`src/rtl/booth_seq_ctrl_if.sv`:
```
// -----------------------------------------------------------------------------
// booth_seq_ctrl_if
// Operand/result handshake bundle for the sequential Booth multiplier.
//   in_valid/in_ready : operand channel (producer -> multiplier)
//   in_m, in_q        : signed multiplicand / multiplier, N bits each
//   out_valid/out_ready : product channel (multiplier -> consumer)
//   out_p             : signed 2N-bit product
// Modports:
//   master : producer/consumer side (drives operands and out_ready)
//   slave  : multiplier side
// -----------------------------------------------------------------------------
interface booth_seq_ctrl_if #(
    parameter int N = 8
);
    logic           in_valid;
    logic           in_ready;
    logic [N-1:0]   in_m;
    logic [N-1:0]   in_q;
    logic           out_valid;
    logic           out_ready;
    logic [2*N-1:0] out_p;

    modport master (
        output in_valid, in_m, in_q, out_ready,
        input  in_ready, out_valid, out_p
    );

    modport slave (
        input  in_valid, in_m, in_q, out_ready,
        output in_ready, out_valid, out_p
    );
endinterface

```
`src/rtl/booth_seq_ctrl.sv`:
```
// -----------------------------------------------------------------------------
// booth_seq_ctrl
// Sequential radix-2 Booth multiplier: one Booth step per clock on a single
// shared add/subtract + shift datapath. Accepts an operand pair over a
// valid/ready channel and returns the 2N-bit signed product over a second
// valid/ready channel.
//
// Ports:
//   clk    : rising-edge clock
//   rst_n  : asynchronous active-low reset
//   bus    : booth_seq_ctrl_if.slave (in_valid/in_ready/in_m/in_q,
//            out_valid/out_ready/out_p)
//   busy   : high whenever the controller is not idle
//
// Build option:
//   BOOTH_ZERO_BYPASS_EN : when defined, an accepted pair with a zero operand
//                          skips the Booth steps and reports 0 one cycle later.
// -----------------------------------------------------------------------------
module booth_seq_ctrl #(
    parameter int N  = 8,
    parameter int CW = $clog2(N + 1)
) (
    input  logic                    clk,
    input  logic                    rst_n,
    booth_seq_ctrl_if.slave         bus,
    output logic                    busy
);

    typedef enum logic [1:0] {
        ST_IDLE = 2'd0,
        ST_CALC = 2'd1,
        ST_DONE = 2'd2
    } state_t;

    state_t           state_r, state_s;
    // Accumulator is one bit wider than the operands so that subtracting
    // M = -2^(N-1) cannot overflow.
    logic [N:0]       a_r, a_s;
    logic [N:0]       m_r, m_s;
    logic [N-1:0]     q_r, q_s;
    logic             qm1_r, qm1_s;
    logic [CW-1:0]    cnt_r, cnt_s;
    logic [2*N-1:0]   out_p_r, out_p_s;
    logic             in_ready_r, in_ready_s;
    logic             out_valid_r, out_valid_s;
    logic             busy_r, busy_s;
    logic [N:0]       sum_s;

    assign bus.in_ready  = in_ready_r;
    assign bus.out_valid = out_valid_r;
    assign bus.out_p     = out_p_r;
    assign busy          = busy_r;

    // Next-state, Booth step datapath and next values of the registered outputs.
    always_comb begin
        state_s = state_r;
        a_s     = a_r;
        m_s     = m_r;
        q_s     = q_r;
        qm1_s   = qm1_r;
        cnt_s   = cnt_r;
        out_p_s = out_p_r;
        sum_s   = a_r;

        case (state_r)
            ST_IDLE: begin
                if (bus.in_valid && in_ready_r) begin
                    m_s     = {bus.in_m[N-1], bus.in_m};
                    q_s     = bus.in_q;
                    a_s     = {(N+1){1'b0}};
                    qm1_s   = 1'b0;
                    cnt_s   = CW'(N);
                    state_s = ST_CALC;
`ifdef BOOTH_ZERO_BYPASS_EN
                    if ((bus.in_m == {N{1'b0}}) || (bus.in_q == {N{1'b0}})) begin
                        q_s     = {N{1'b0}};
                        cnt_s   = {CW{1'b0}};
                        out_p_s = {(2*N){1'b0}};
                        state_s = ST_DONE;
                    end else begin
                        state_s = ST_CALC;
                    end
`endif
                end else begin
                    state_s = ST_IDLE;
                end
            end

            ST_CALC: begin
                case ({q_r[0], qm1_r})
                    2'b01:   sum_s = a_r + m_r;
                    2'b10:   sum_s = a_r - m_r;
                    default: sum_s = a_r;
                endcase
                // Arithmetic right shift of {A,Q,q_-1} with A's sign replicated.
                a_s   = {sum_s[N], sum_s[N:1]};
                q_s   = {sum_s[0], q_r[N-1:1]};
                qm1_s = q_r[0];
                cnt_s = cnt_r - CW'(1);
                if (cnt_r == CW'(1)) begin
                    // Capture the product once so it stays constant through
                    // the following IDLE/CALC phases.
                    out_p_s = {a_s[N-1:0], q_s};
                    state_s = ST_DONE;
                end else begin
                    state_s = ST_CALC;
                end
            end

            ST_DONE: begin
                if (bus.out_ready) begin
                    state_s = ST_IDLE;
                end else begin
                    state_s = ST_DONE;
                end
            end

            default: begin
                state_s = ST_IDLE;
            end
        endcase

        in_ready_s  = (state_s == ST_IDLE);
        out_valid_s = (state_s == ST_DONE);
        busy_s      = (state_s != ST_IDLE);
    end

    // State, datapath and output registers.
    always_ff @(posedge clk or negedge rst_n) begin
        if (!rst_n) begin
            state_r     <= ST_IDLE;
            a_r         <= {(N+1){1'b0}};
            m_r         <= {(N+1){1'b0}};
            q_r         <= {N{1'b0}};
            qm1_r       <= 1'b0;
            cnt_r       <= {CW{1'b0}};
            out_p_r     <= {(2*N){1'b0}};
            in_ready_r  <= 1'b1;
            out_valid_r <= 1'b0;
            busy_r      <= 1'b0;
        end else begin
            state_r     <= state_s;
            a_r         <= a_s;
            m_r         <= m_s;
            q_r         <= q_s;
            qm1_r       <= qm1_s;
            cnt_r       <= cnt_s;
            out_p_r     <= out_p_s;
            in_ready_r  <= in_ready_s;
            out_valid_r <= out_valid_s;
            busy_r      <= busy_s;
        end
    end

endmodule

```
`src/flat_wrapper.sv`:
```
// flat-port wrapper written by rule: the top's interface ports become plain ports
module booth_seq_ctrl_flat 
#(
    parameter int N  = 8,
    parameter int CW = $clog2(N + 1)
)
  (clk, rst_n, busy, bus_in_valid, bus_in_m, bus_in_q, bus_out_ready, bus_in_ready, bus_out_valid, bus_out_p);
  booth_seq_ctrl_if #(.N(N)) bus_i ();
  input  logic clk;
  input  logic rst_n;
  output logic busy;
  input wire logic [$bits(bus_i.in_valid)-1:0] bus_in_valid;
  input wire logic [$bits(bus_i.in_m)-1:0] bus_in_m;
  input wire logic [$bits(bus_i.in_q)-1:0] bus_in_q;
  input wire logic [$bits(bus_i.out_ready)-1:0] bus_out_ready;
  output wire logic [$bits(bus_i.in_ready)-1:0] bus_in_ready;
  output wire logic [$bits(bus_i.out_valid)-1:0] bus_out_valid;
  output wire logic [$bits(bus_i.out_p)-1:0] bus_out_p;
  assign bus_i.in_valid = bus_in_valid;
  assign bus_i.in_m = bus_in_m;
  assign bus_i.in_q = bus_in_q;
  assign bus_i.out_ready = bus_out_ready;
  assign bus_in_ready = bus_i.in_ready;
  assign bus_out_valid = bus_i.out_valid;
  assign bus_out_p = bus_i.out_p;
  booth_seq_ctrl #(.N(N), .CW(CW)) u_core (.clk(clk), .rst_n(rst_n), .bus(bus_i), .busy(busy));
endmodule
```
`config.mk`:
```
export PLATFORM = sky130hd
export DESIGN_NAME = booth_seq_ctrl_flat
export DESIGN_NICKNAME = d
export VERILOG_FILES = /design/src/rtl/booth_seq_ctrl_if.sv /design/src/rtl/booth_seq_ctrl.sv /design/src/flat_wrapper.sv
export SDC_FILE = /design/constraint.sdc
export NUM_CORES = 1
export LEC_CHECK = 0
export ABC_AREA = 1
export CORE_MARGIN = 2
export CORE_UTILIZATION = 30
export DETAILED_ROUTE_END_ITERATION = 8
export PLACE_DENSITY = 0.58
export SYNTH_ARGS = -nofsm -noshare
export SYNTH_HDL_FRONTEND = slang
export SYNTH_SLANG_ARGS = --single-unit
```
`constraint.sdc`:
```
create_clock -name clk -period 4.2 [get_ports clk]
set_input_delay 0.42 -clock clk [delete_from_list [all_inputs] [get_ports clk]]
set_output_delay 0.42 -clock clk [all_outputs]
set_load 0.1 [all_outputs]
```
-- After elaboration in Yosys (flattened, before gate mapping)
Cells that the tools add are included.
- bits in registers: 51
- memories kept: 0
- bits in writable memories: 0
- bits in read-only memories: 0
- latch bits: 0
- word-level logic and storage cells: 41
- multipliers: 0
- eq/ne operators: 7
- magnitude comparators: 0
- reductions and logical operators: 8
- divide/modulo/power cells: 0
- $add $sub $neg: 3
- shifts and indexed selects: 0
- bitwise operators: 0
- multiplexer cells: 13
- operators by type and width (cell ; number):
    $pmux 9 s2 ; 2
    $pmux 8 s2 ; 1
    $add 9x9->9 ; 1
    $mux 9 ; 1
    $sub 9x9->9 ; 1
    $mux 8 ; 1
    $pmux 4 s2 ; 1
    $eq 2x2->1 const B ; 3
    $pmux 2 s3 ; 1
    $reduce_and 2->1 ; 3
    $eq 2x1->1 const B ; 2
    $eq 4x1->1 const B ; 1
    $logic_not 2->1 ; 2
    $mux 2 ; 2
    $mux 4 ; 1
    $reduce_bool 2->1 ; 2
    $sub 4x1->4 const B ; 1
    $mux 1 ; 2
    $ne 2x1->1 const B ; 1
    $pmux 1 s2 ; 1
    $logic_and 1x1->1 ; 1

-- Longest topological paths before layout
Gate-level depths: netlist of the first run.
- word-level depth: 4
- gate-level depth with buffers: 21
- depth with buffers taken out: 21

-- Worst setup path after synthesis of the first run
No wires, ideal clock.
- path type: register to register
- from: reg u_core.m_r[0]
- to: reg u_core.out_p_r[15] (netlist: u_core.bus.out_p[15])
- slack: 1.871 ns
- arrival time: 2.209 ns
- path buffers: 0
- stages on the path, launching flop included: 22
- setup time: 0.120 ns
- required time: 4.080 ns
- cells stage by stage: dfrtp_1 > inv_1 > ha_1 > inv_1 > nor2_1 > nand2_1 > o21ai_0 > xor2_1 > inv_1 > ha_1 > nand2_1 > inv_1 > nand2_1 > nand2_1 > inv_1 > nand2_1 > nand2_1 > nand3_1 > nand2_1 > nand2_1 > nand2_1 > nand2_1
- longest elaborated chain between the ends: 2
- elaborated cells on any way between the ends: 3
- RTL lines (item ; line ; text):
    start: declaration ; booth_seq_ctrl.sv:39 ; logic [N:0] m_r, m_s;
    start signal: assignment ; booth_seq_ctrl.sv:133 ; m_r <= {(N+1){1'b0}};
    start signal: assignment ; booth_seq_ctrl.sv:144 ; m_r <= m_s;
    $sub 9x9->9 / $add 9x9->9 (equally long branches) ; booth_seq_ctrl.sv:92, booth_seq_ctrl.sv:91 ;
    $pmux 9 s2 * ; booth_seq_ctrl.sv:90 ; case ({q_r[0], qm1_r})
    end signal: assignment ; booth_seq_ctrl.sv:137 ; out_p_r <= {(2*N){1'b0}};
    end signal: assignment ; booth_seq_ctrl.sv:148 ; out_p_r <= out_p_s;
    end: declaration ; booth_seq_ctrl.sv:43 ; logic [2*N-1:0] out_p_r, out_p_s;
Every way passes the cells marked *; elsewhere a longest branch is shown, timed or not.
A chain may end at the register's enable or synchronous reset.

-- Worst setup path in the final report of the first run
Ends and elaborated chain as after synthesis.

==> summary.txt, run 1 <==
STA
  • Slew Limit Headroom: 0.345
  • Final setup viols: 0
  • Unrepaired setup endpoints after global routing: no
  • Clk_skew: 0.00845 ns
  • Slew Viols, Final: 0
  • Tmin final: 2.71 ns
  • Least-Margin Pin Slew: just under 1 ns
  • Final hold vios: 0
  • Sum Neg Setup Slack: 0 ns
  • Period utilization: 0.646
  • Maximum clock frequency: approximately 370 MHz

Setup path
  • Crit path max-delay cell type: dfrtp_1
  • Critical Path, Cell by Cell: inv_1 > ha_1 > inv_1 > nor2_1 > nand2_1 > o21ai_0 > xor2_1 > inv_1 > ha_1 > nand2_1 > inv_1 > nand2_1 > nand2_1 > a21oi_1 > nand2_1 > nand3_1 > nand2_1 > nand2_1 > nand2_1 > nand2_1
  • Crit Path Class: register to register
  • Worst Path Required: between 4 and 5 ns
  • CP top delay family: simple AND/OR/NAND/NOR gates
  • Max incr delay on CP: 0.42 ns
  • Levels on crit path: 20
  • Worst Setup Start Kind: register
  • Critical Path End Type: register
  • Crit-path most repeated cell: nand2_1
  • Reg2reg path depth: 20
  • CP Max Fanout: 6
  • Buf/Inv on CP: 4
  • Reg2reg setup slack: about 1.5 ns
  • WP data arrival: around 3.0 ns

Synth
  • Synth Warn #: 0
  • Register area share after synthesis: 0.456
  • Post-synth EDFFs: 0
  • Most frequent cell after synthesis: nand2_1
  • Yosys top cell by area: dfrtp_1
  • Largest family of logic cells by synthesized area: simple AND/OR/NAND/NOR gates
  • Area contributors post-synth: dfrtp_1 45%, nand2_1 14%, inv_1 5.6%, ha_1 5.5%, o21ai_0 4.6%
  • Post-synth top area share: 0.446
  • Seq cells post-synth: 50
  • Mean Syn Cell Area: ~8.3 µm²
  • Multiplexer area fraction after synthesis: 0
  • Post-Synth Adder-Cell Area: 0.0619
  • Cells after synthesis: ~330
  • XOR/XNOR share of the synthesized area: 0.0223
  • Mapped cell area: about 2700 µm²
  • Post-synth cell types: 33
  • Mapped Nets: 364
  • Compound-gate portion of the synthesized area: 0.131
  • Commonest register cell after synthesis: dfrtp_1
  • Post-Synth Simple-Gate Area: 0.238
  • Commonest cells post-synth: 106 x nand2_1, 49 x dfrtp_1, 41 x inv_1
  • Asr flop ratio synth: 1.00

Placement
  • HPWL after DPL: 4290 µm
  • Port Buffer Count: 38
  • Final RePlAce weighted congestion: 0.901

Final layout
  • Antenna cells: 0
  • Final nets: roughly 400
  • Synthesis-to-layout area growth: 20.3%
  • Fillers: about 920
  • Share of post-route cells with drive strength above 1: 0.0919

Global routing
  • Vias in the first global route: ~2,100
  • Total global routing overflow: 0
  • Initial antenna violation count: 0
  • GRT Resource Usage Total: 0.125
  • First-pass GRT wire length: around 9900 µm
  • Largest net degree at the start of global routing: 51

Outcome
  • Status: completed

CTS
  • Root Buffer: clkbuf_8
  • Post-CTS sizing: 0
  • Worst-path clk slew: roughly 0.1 ns
  • Max Buffers Root-to-Sink: 2
  • CTS sink count: 50
  • CTS tree: yes
  • Post-CTS Hold Fix Bufs: 0
  • Inserted Clock Buffers: 5
  • Skew-Pair Late Insertion Delay: between 0.3 and 0.4 ns
  • Post-CTS setup buffer count: 0
  • H-tree levels: 2

Route
  • DR top layer: met4
  • Drt pass-1 iters: 4
  • Met3 WL post-DR: approximately 240 µm
  • M1 WL: between 2000 and 3000 µm
  • 1st-iter DRT viols: 73
  • WL per Instance: between 10 and 15 µm
  • DRC Markers: 0
  • WL met2: 2880 µm
  • Vias per cell: around 4.7
  • Vias: between 2,000 and 2,500
  • Routed WL: ~5900 µm
  • DRT antenna net count: 0

Floorplanning
  • Die area: about 9900 µm²
  • Die H: ~100 µm
  • Initial Utilization: 0.312
  • DIE WIDTH: approximately 100 µm
  • Top-level I/O count: 39
  • Core area: 8810 µm²
  • Cell Rows: 34

Worst hold path
  • Hold crit path type: primary input to async pin

Job
  • Max Cap Violations: 0
-- routing by layer --
layer	global-route usage	vias up
met2	0.209	30
li1	-	1127
met3	0.0387	6
met5	0	-
met1	0.156	1060
met4	0.0348	0
-- sequential cells by signal (all words and copies together), names as in the netlist --
| register | cells |
|---|---|
| u_core.bus.out_p | 16 |
| u_core.a_r | 8 |
| u_core.m_r | 8 |
| u_core.q_r | 8 |
| u_core.cnt_r | 4 |
| u_core.state_r | 2 |
| u_core.bus.in_ready | 1 |
| u_core.bus.out_valid | 1 |
| u_core.busy | 1 |
| u_core.qm1_r | 1 |
-- area by class of cell --
class | instances | area [µm²] | area share
flip-flops and latches | 50 | 1250 | 0.379
multi-input cells | 224 | 1240 | 0.377
inverters | 49 | 191 | 0.0579
clock inverters | 2 | 16.3 | 0.00492
well taps | 108 | 135 | 0.0409
clock buffers | 6 | 82.6 | 0.0250
repair buffers | 39 | 383 | 0.116
-- cell families after synthesis --
family | Yosys count
AND/OR/NAND/NOR | 146
XOR/XNOR | 7
flip-flops | 50
buffers and inverters | 57
adder cells (fa/ha/maj) | 13
AO/OA/AOI/OAI | 58
-- path summary, 6_finish.rpt --
kind | startpoint | end
max | u_core.m_r[0]$_DFFE_PN0P_ | u_core.bus.out_p[15]$_DFFE_PN0P_
min | rst_n | u_core.bus.out_p[12]$_DFFE_PN0P_
max reg2reg | u_core.m_r[0]$_DFFE_PN0P_ | u_core.bus.out_p[15]$_DFFE_PN0P_
min reg2reg | u_core.bus.out_p[14]$_DFFE_PN0P_ | u_core.bus.out_p[14]$_DFFE_PN0P_
max in group asynchronous | rst_n | u_core.cnt_r[1]$_DFFE_PN0P_
min in group clk | u_core.bus.out_p[14]$_DFFE_PN0P_ | u_core.bus.out_p[14]$_DFFE_PN0P_
-- stage by stage --
stage | utilization | cells | setup slack, ns | hold slack (ns) | instance area, µm²
3_3_place_gp | 0.364 | 470 | 1.55 | 0.463 | 3210
3_5_place_dp | 0.364 | 470 | 1.49 | 0.466 | 3210
4_1_cts | 0.375 | 478 | 1.47 | 0.239 | 3310
5_1_grt | 0.375 | 478 | 1.16 | 0.255 | 3310
2_1_floorplan | - | 331 | 1.87 | 0.124 | 2750
6_report | 0.375 | 478 | 1.49 | 0.207 | 3310
-- placed cells by master (no fill, tap or decap), types with 2 or more instances in the layout --
cell type,n
nand2_1,106
xor2_1,5
clkbuf_8,6
inv_4,3
o31ai_1,2
clkdlybuf4s50_1,37
o21ai_2,8
inv_1,41
dfrtp_1,49
o22ai_1,3
o21ai_1,5
or2_2,2
a22oi_1,7
nand4_1,5
nor2_8,3
ha_1,12
xnor2_1,2
nor2_1,14
nand3_1,12
a21oi_1,5
o21ai_0,25
inv_2,4
Power of run 1 is left out: the tool's default activity adds up to more than one toggle a clock period on the data nets, which glitch-free logic cannot reach.
==> run 2: changes to the inputs <==
==> constraint.sdc (replaced) <==
create_clock -name clk -period 2.7 [get_ports clk]
set_input_delay 0.27 -clock clk [delete_from_list [all_inputs] [get_ports clk]]
set_output_delay 0.27 -clock clk [all_outputs]
set_load 0.1 [all_outputs]
==> run 2 against run 1 <==
Worst setup slack got worse by 1.2 ns. Sequential share of layout area decreased by 0.57 points. Critical path depth decreased by 7. Via count increased by 1.3%. Critical endpoint is now u_core.a_r[3]$_DFFE_PN0P_. Largest cell class is now multi-input gates.
==> summary.txt, run 2 (synthesis gave the netlist of run 1 again) <==
Outcome
  • Status: completed (unchanged)

Placement
  • Port Buffer Count: 38 (unchanged)
  • Post-place setup slack: 0.0681 ns (was 1.49 ns)
  • Final RePlAce weighted congestion: 0.882 (was 0.901)
  • HPWL after DPL: 4390 µm (was 4290 µm)

STA
  • Tmin final: 2.44 ns (was 2.71 ns)
  • Unrepaired setup endpoints after global routing: no (unchanged)
  • Maximum clock frequency: 410 MHz (was 368 MHz)
  • Final setup viols: 0 (unchanged)
  • Sum Neg Setup Slack: 0 ns (unchanged)
  • Final WS setup: 0.259 ns (was 1.49 ns)
  • Period utilization: 0.904 (was 0.646)
  • Slew Viols, Final: 0 (unchanged)
  • Clk_skew: 0.00526 ns (was 0.00845 ns)
  • Least-Margin Pin Slew: 0.361 ns (was 0.980 ns)
  • Slew Limit Headroom: 0.757 (was 0.345)
  • Final hold vios: 0 (unchanged)

CTS
  • Inserted Clock Buffers: 5 (unchanged)
  • CTS tree: yes (unchanged)
  • Max Buffers Root-to-Sink: 2 (unchanged)
  • Skew-Pair Late Insertion Delay: 0.31 ns (was 0.32 ns)
  • Worst-path clk slew: 0.10 ns (about the same)
  • Root Buffer: clkbuf_8 (unchanged)
  • H-tree levels: 2 (unchanged)
  • CTS sink count: 50 (unchanged)

Floorplanning
  • Initial Utilization: 0.312 (unchanged)
  • Top-level I/O count: 39 (unchanged)
  • Core area: 8810 µm² (unchanged)
  • Cell Rows: 34 (unchanged)
  • Die area: 9940 µm² (unchanged)
  • DIE WIDTH: 99.7 µm (unchanged)
  • Die H: 99.7 µm (unchanged)

Route
  • WL per Instance: 12.4 µm (was 12.3 µm)
  • Vias per cell: 4.66 (was 4.65)
  • Drt pass-1 iters: 4 (unchanged)
  • 1st-iter DRT viols: 115 (was 73)
  • DRT antenna net count: 0 (unchanged)
  • Vias: 2,253 (was 2,223)
  • DRC Markers: 0 (unchanged)
  • Routed WL: 6000 µm (was 5870 µm)

Setup path
  • Buf/Inv on CP: 3 (was 4)
  • Worst Setup Start Kind: register (unchanged)
  • Crit path max-delay cell type: dfrtp_1 (unchanged)
  • Critical Path, Cell by Cell: inv_1 > ha_2 > inv_1 > nand2_1 > xor2_1 > inv_1 > ha_1 > a21oi_1 > nand2_1 > or2_2 > nand3_1 > nand2_1 > a22o_1 (was inv_1 > ha_1 > inv_1 > nor2_1 > nand2_1 > o21ai_0 > xor2_1 > inv_1 > ha_1 > nand2_1 > inv_1 > nand2_1 > nand2_1 > a21oi_1 > nand2_1 > nand3_1 > nand2_1 > nand2_1 > nand2_1 > nand2_1)
  • CP Max Fanout: 8 (was 6)
  • CP top delay family: simple AND/OR/NAND/NOR gates (unchanged)
  • Worst Path Required: 2.91 ns (was 4.46 ns)
  • Crit Path Class: register to register (unchanged)
  • Critical Path End Type: register (unchanged)
  • Max incr delay on CP: 0.37 ns (was 0.42 ns)
  • WP data arrival: 2.65 ns (was 2.98 ns)

Final layout
  • Most common cell after layout, fill and taps aside: nand2_1 (unchanged)
  • Share of post-route cells with drive strength above 1: 0.176 (was 0.0919)
  • Number of flip-flops in the largest register: 16 (unchanged)
  • Final nets: 407 (was 402)
  • Synthesis-to-layout area growth: 22.1% (was 20.3%)
  • Commonest cells after routing, fill and taps aside: 106 x nand2_1, 49 x dfrtp_1, 40 x inv_1 (was 106 x nand2_1, 49 x dfrtp_1, 41 x inv_1)
  • Antenna cells: 0 (unchanged)

Global routing
  • Total global routing overflow: 0 (unchanged)
  • Initial antenna violation count: 0 (unchanged)
  • Top Usage Layer GRT: met2 (unchanged)
  • GR Util met3: 0.0323 (was 0.0387)
  • Vias in the first global route: 2,150 (was 2,141)
  • Largest net degree at the start of global routing: 27 (was 51)
  • First-pass GRT wire length: 10,100 µm (was 9850 µm)
  • Met1 Use GR: 0.167 (was 0.156)
  • Met2 Use GR: 0.205 (was 0.209)
  • GRT Resource Usage Total: 0.126 (was 0.125)

Job
  • Max Cap Violations: 0 (unchanged)

Worst hold path
  • Hold crit path type: primary input to async pin (unchanged)
==> run 2: cell type report <==
cell class,instances,area [µm²]
Tap cell,108,135
Multi-Input combinational cell,224,1280
Inverter,49,191
Timing Repair Buffer,44,375
Sequential cell,50,1250
Clock buffer,5,68.8
Fill cell,904,5450
Clock inverter,3,48.8
==> run 2: worst reg2reg max path, delay by kind of cell (launching register included) <==
family	cells	cell delay, ns
AO/OA/AOI/OAI	2	0.32
XOR/XNOR	1	0.14
adder cells (fa/ha/maj)	2	0.59
buffers and inverters	3	0.27
flip-flops	1	0.37
AND/OR/NAND/NOR	5	0.67
==> run 2: final timing paths <==
path                                                    end  cells past startpoint                        startpoint  slack, ns
setup / recovery                  u_core.a_r[3]$_DFFE_PN0P_                     13          u_core.qm1_r$_DFFE_PN0P_       0.26
hold / removal             u_core.bus.out_p[11]$_DFFE_PN0P_                      2                             rst_n       0.36
setup reg to reg                  u_core.a_r[3]$_DFFE_PN0P_                     13          u_core.qm1_r$_DFFE_PN0P_       0.26
hold reg to reg            u_core.bus.out_p[15]$_DFFE_PN0P_                      2  u_core.bus.out_p[15]$_DFFE_PN0P_       0.49
max in group asynchronous     u_core.bus.in_ready$_DFF_PN1_                      3                             rst_n       1.69
min in group clk           u_core.bus.out_p[15]$_DFFE_PN0P_                      2  u_core.bus.out_p[15]$_DFFE_PN0P_       0.49
==> run 2: layer usage <==
layer | wire length, µm | up-vias
li1 | - | 1145
met1 | 2800 | 1063
met2 | 2880 | 36
met3 | 245 | 9
met4 | 76 | 0
met5 | 0 | -
==> run 2: repair_timing <==
| action | 4_1_cts | 5_1_grt |
|---|---|---|
| hold buffers | 1 | 0 |
| gates resized for setup | 0 | 12 |
| endpoints found under the hold margin | 10 | 0 |
| buffers inserted | 0 | 3 |
| endpoints found under the setup margin | 0 | 10 |
==> run 2: metrics by stage <==
stage | hold slack, ns | instance area [µm²] | std cells | util
after floorplan | -0.0256 | 2750 | 331 | -
after CTS | 0.366 | 3290 | 480 | 0.374
after global routing | 0.365 | 3360 | 483 | 0.381
after global placement | 0.159 | 3170 | 471 | 0.360
final | 0.362 | 3360 | 483 | 0.381
after detailed placement | 0.171 | 3170 | 471 | 0.360
Power of run 2 is left out for the same reason.
==> run 3: changes to the inputs <==
--- a/config.mk
+++ b/config.mk
@@ -6,10 +6,12 @@
 export NUM_CORES = 1
 export LEC_CHECK = 0
 export ABC_AREA = 1
+export CELL_PAD_IN_SITES_DETAIL_PLACEMENT = 1
+export CELL_PAD_IN_SITES_GLOBAL_PLACEMENT = 1
 export CORE_MARGIN = 2
 export CORE_UTILIZATION = 30
 export DETAILED_ROUTE_END_ITERATION = 8
-export PLACE_DENSITY = 0.58
+export PLACE_DENSITY = 0.71
 export SYNTH_ARGS = -nofsm -noshare
 export SYNTH_HDL_FRONTEND = slang
 export SYNTH_SLANG_ARGS = --single-unit
==> run 3 against run 2 <==
Via count up 1.5%. Core utilization down 0.53 points. Largest cell class unchanged. Global-route usage up 1.7 points. First-iteration DRC count down 39%. Die area unchanged. Register-to-register slack about the same. Critical path depth up 3. Worst setup slack worse by 0.012 ns. Cell count down 0.83%. Flip-flop and latch count unchanged.
==> summary.txt, run 3 (synthesis gave the netlist of run 1 again) <==
Placement
  • HPWL after DPL: 5020 µm (was 4390 µm)
  • Port Buffer Count: 38 (unchanged)
  • Final RePlAce weighted congestion: 0.879 (was 0.882)
  • Cell area after placement: 3170 µm² (about the same)

Final layout
  • Design area: 3310 µm² (was 3360 µm²)
  • Synthesis-to-layout area growth: 20.4% (was 22.1%)
  • Most common cell after layout, fill and taps aside: nand2_1 (unchanged)
  • Fillers: 1,074 (was 904)
  • Share of post-route cells with drive strength above 1: 0.173 (was 0.176)
  • Antenna cells: 0 (unchanged)
  • Commonest cells after routing, fill and taps aside: 106 x nand2_1, 49 x dfrtp_1, 40 x inv_1 (unchanged)
  • Final nets: 404 (was 407)
  • Number of flip-flops in the largest register: 16 (unchanged)

Worst hold path
  • Hold crit path type: primary input to async pin (unchanged)

STA
  • Maximum clock frequency: 408 MHz (was 410 MHz)
  • Period utilization: 0.908 (was 0.904)
  • Clk_skew: 0.00836 ns (was 0.00526 ns)
  • Final hold vios: 0 (unchanged)
  • Tmin final: 2.45 ns (was 2.44 ns)
  • Slew Limit Headroom: 0.517 (was 0.757)
  • Slew Viols, Final: 0 (unchanged)
  • Least-Margin Pin Slew: 0.725 ns (was 0.361 ns)
  • Final setup viols: 0 (unchanged)

Global routing
  • GRT Resource Usage Total: 0.143 (was 0.126)
  • Initial antenna violation count: 0 (unchanged)
  • Total global routing overflow: 0 (unchanged)
  • Met1 Use GR: 0.175 (was 0.167)
  • GR Util met3: 0.0274 (was 0.0323)
  • Met2 Use GR: 0.257 (was 0.205)
  • Largest net degree at the start of global routing: 32 (was 27)
  • Vias in the first global route: 2,420 (was 2,150)
  • Top Usage Layer GRT: met2 (unchanged)
  • First-pass GRT wire length: 11,500 µm (was 10,100 µm)

CTS
  • Worst-path clk slew: 0.10 ns (about the same)
  • CTS sink count: 50 (unchanged)
  • Inserted Clock Buffers: 5 (unchanged)
  • Skew-Pair Late Insertion Delay: 0.31 ns (about the same)
  • Root Buffer: clkbuf_8 (unchanged)
  • Max Buffers Root-to-Sink: 2 (unchanged)
  • CTS tree: yes (unchanged)
  • H-tree levels: 2 (unchanged)

Route
  • Vias: 2,287 (was 2,253)
  • DRT antenna net count: 0 (unchanged)
  • 1st-iter DRT viols: 70 (was 115)
  • Routed WL: 6640 µm (was 6000 µm)
  • DRC Markers: 0 (unchanged)
  • Vias per cell: 4.77 (was 4.66)
  • WL per Instance: 13.9 µm (was 12.4 µm)
  • Drt pass-1 iters: 4 (unchanged)

Job
  • Max Cap Violations: 0 (unchanged)

Floorplanning
  • Core area: 8810 µm² (unchanged)
  • Die H: 99.7 µm (unchanged)
  • Top-level I/O count: 39 (unchanged)
  • Initial Utilization: 0.312 (unchanged)
  • Die area: 9940 µm² (unchanged)
  • Cell Rows: 34 (unchanged)
  • DIE WIDTH: 99.7 µm (unchanged)

Setup path
  • CP Launch Point: u_core.m_r[0]$_DFFE_PN0P_ (was u_core.qm1_r$_DFFE_PN0P_)
  • Worst Path Required: 2.91 ns (about the same)
  • Worst Setup Start Kind: register (unchanged)
  • Reg2Reg Capture Point: u_core.bus.out_p[12]$_DFFE_PN0P_ (was u_core.a_r[3]$_DFFE_PN0P_)
  • CP Max Fanout: 5 (was 8)
  • Worst r2r src: u_core.m_r[0]$_DFFE_PN0P_ (was u_core.qm1_r$_DFFE_PN0P_)
  • Reg2reg setup slack: 0.25 ns (was 0.26 ns)
  • Reg2reg path depth: 16 (was 13)
  • Critical Path End Type: register (unchanged)
  • Worst setup path endpoint: u_core.bus.out_p[12]$_DFFE_PN0P_ (was u_core.a_r[3]$_DFFE_PN0P_)
  • Crit Path Class: register to register (unchanged)
  • WP data arrival: 2.66 ns (was 2.65 ns)

Outcome
  • Status: completed (unchanged)
-- run 3: cell types whose count changed in the layout (fill, tap and decap cells not counted), sizes merged --
cell,delta
bufinv,-1
clkinv,+1
dlygate4sd3,-1
buf,-2
clkinvlp,-1
-- run 3: layer usage --
metal	wire length, µm	part of all wire	vias to the layer above
li1	-	-	1135
met1	2940	0.44	1117
met2	3450	0.52	28
met3	190	0.029	7
met4	65	0.0098	0
met5	0	0	-
-- run 3: cell type report --
class,count,area (µm²),area share
Inverter,49,191,0.0578
Timing Repair Buffer,41,350,0.106
Clock inverter,2,13.8,0.00416
Tap cell,108,135,0.0408
Multi-Input combinational cell,224,1300,0.392
Sequential cell,50,1250,0.378
Clock buffer,5,68.8,0.0208
-- run 3: critical path, cell delays in order, from the launching register on --
cell	delay, ns
dfrtp_1	0.38
inv_2	0.05
ha_1	0.20
inv_1	0.09
nor2_4	0.05
a21oi_1	0.16
xor2_1	0.18
inv_1	0.10
ha_4	0.29
nand2_1	0.06
or2_2	0.31
nand3_1	0.08
nand2_1	0.05
nand3_1	0.07
o21ai_0	0.13
nand2_1	0.09
nand2_1	0.05
-- run 3: timing repair --
item / 4_1_cts / 5_1_grt
hold buffers: 0 / 0
setup endpoints to repair: 0 / 9
setup buffers: 0 / 0
hold endpoints to repair: 0 / 0
gates resized for setup: 0 / 14
-- run 3: per-stage QoR --
stage	worst slack [ns]	std cells	setup TNS, ns	utilization	hold slack [ns]
2_1_floorplan	0.371	331	0	-	-0.0256
3_3_place_gp	0.220	472	0	0.360	0.353
3_5_place_dp	0.0970	472	0	0.360	0.366
4_1_cts	0.0701	479	0	0.370	0.0217
5_1_grt	-0.0181	479	-0.0332	0.376	0.0482
6_report	0.247	479	0	0.376	0.00201
-- run 3: worst min path at each step --
stage               cells past startpoint  start                          endpoint
detailed placement                      1  rst_n  u_core.bus.out_p[13]$_DFFE_PN0P_
global route                            1  rst_n  u_core.bus.out_p[13]$_DFFE_PN0P_
CTS                                     1  rst_n  u_core.bus.out_p[13]$_DFFE_PN0P_
finish                                  1  rst_n  u_core.bus.out_p[11]$_DFFE_PN0P_
floorplan                               0  rst_n         u_core.a_r[0]$_DFFE_PN0P_
global placement                        1  rst_n  u_core.bus.out_p[11]$_DFFE_PN0P_
Power of run 3 is left out for the same reason.
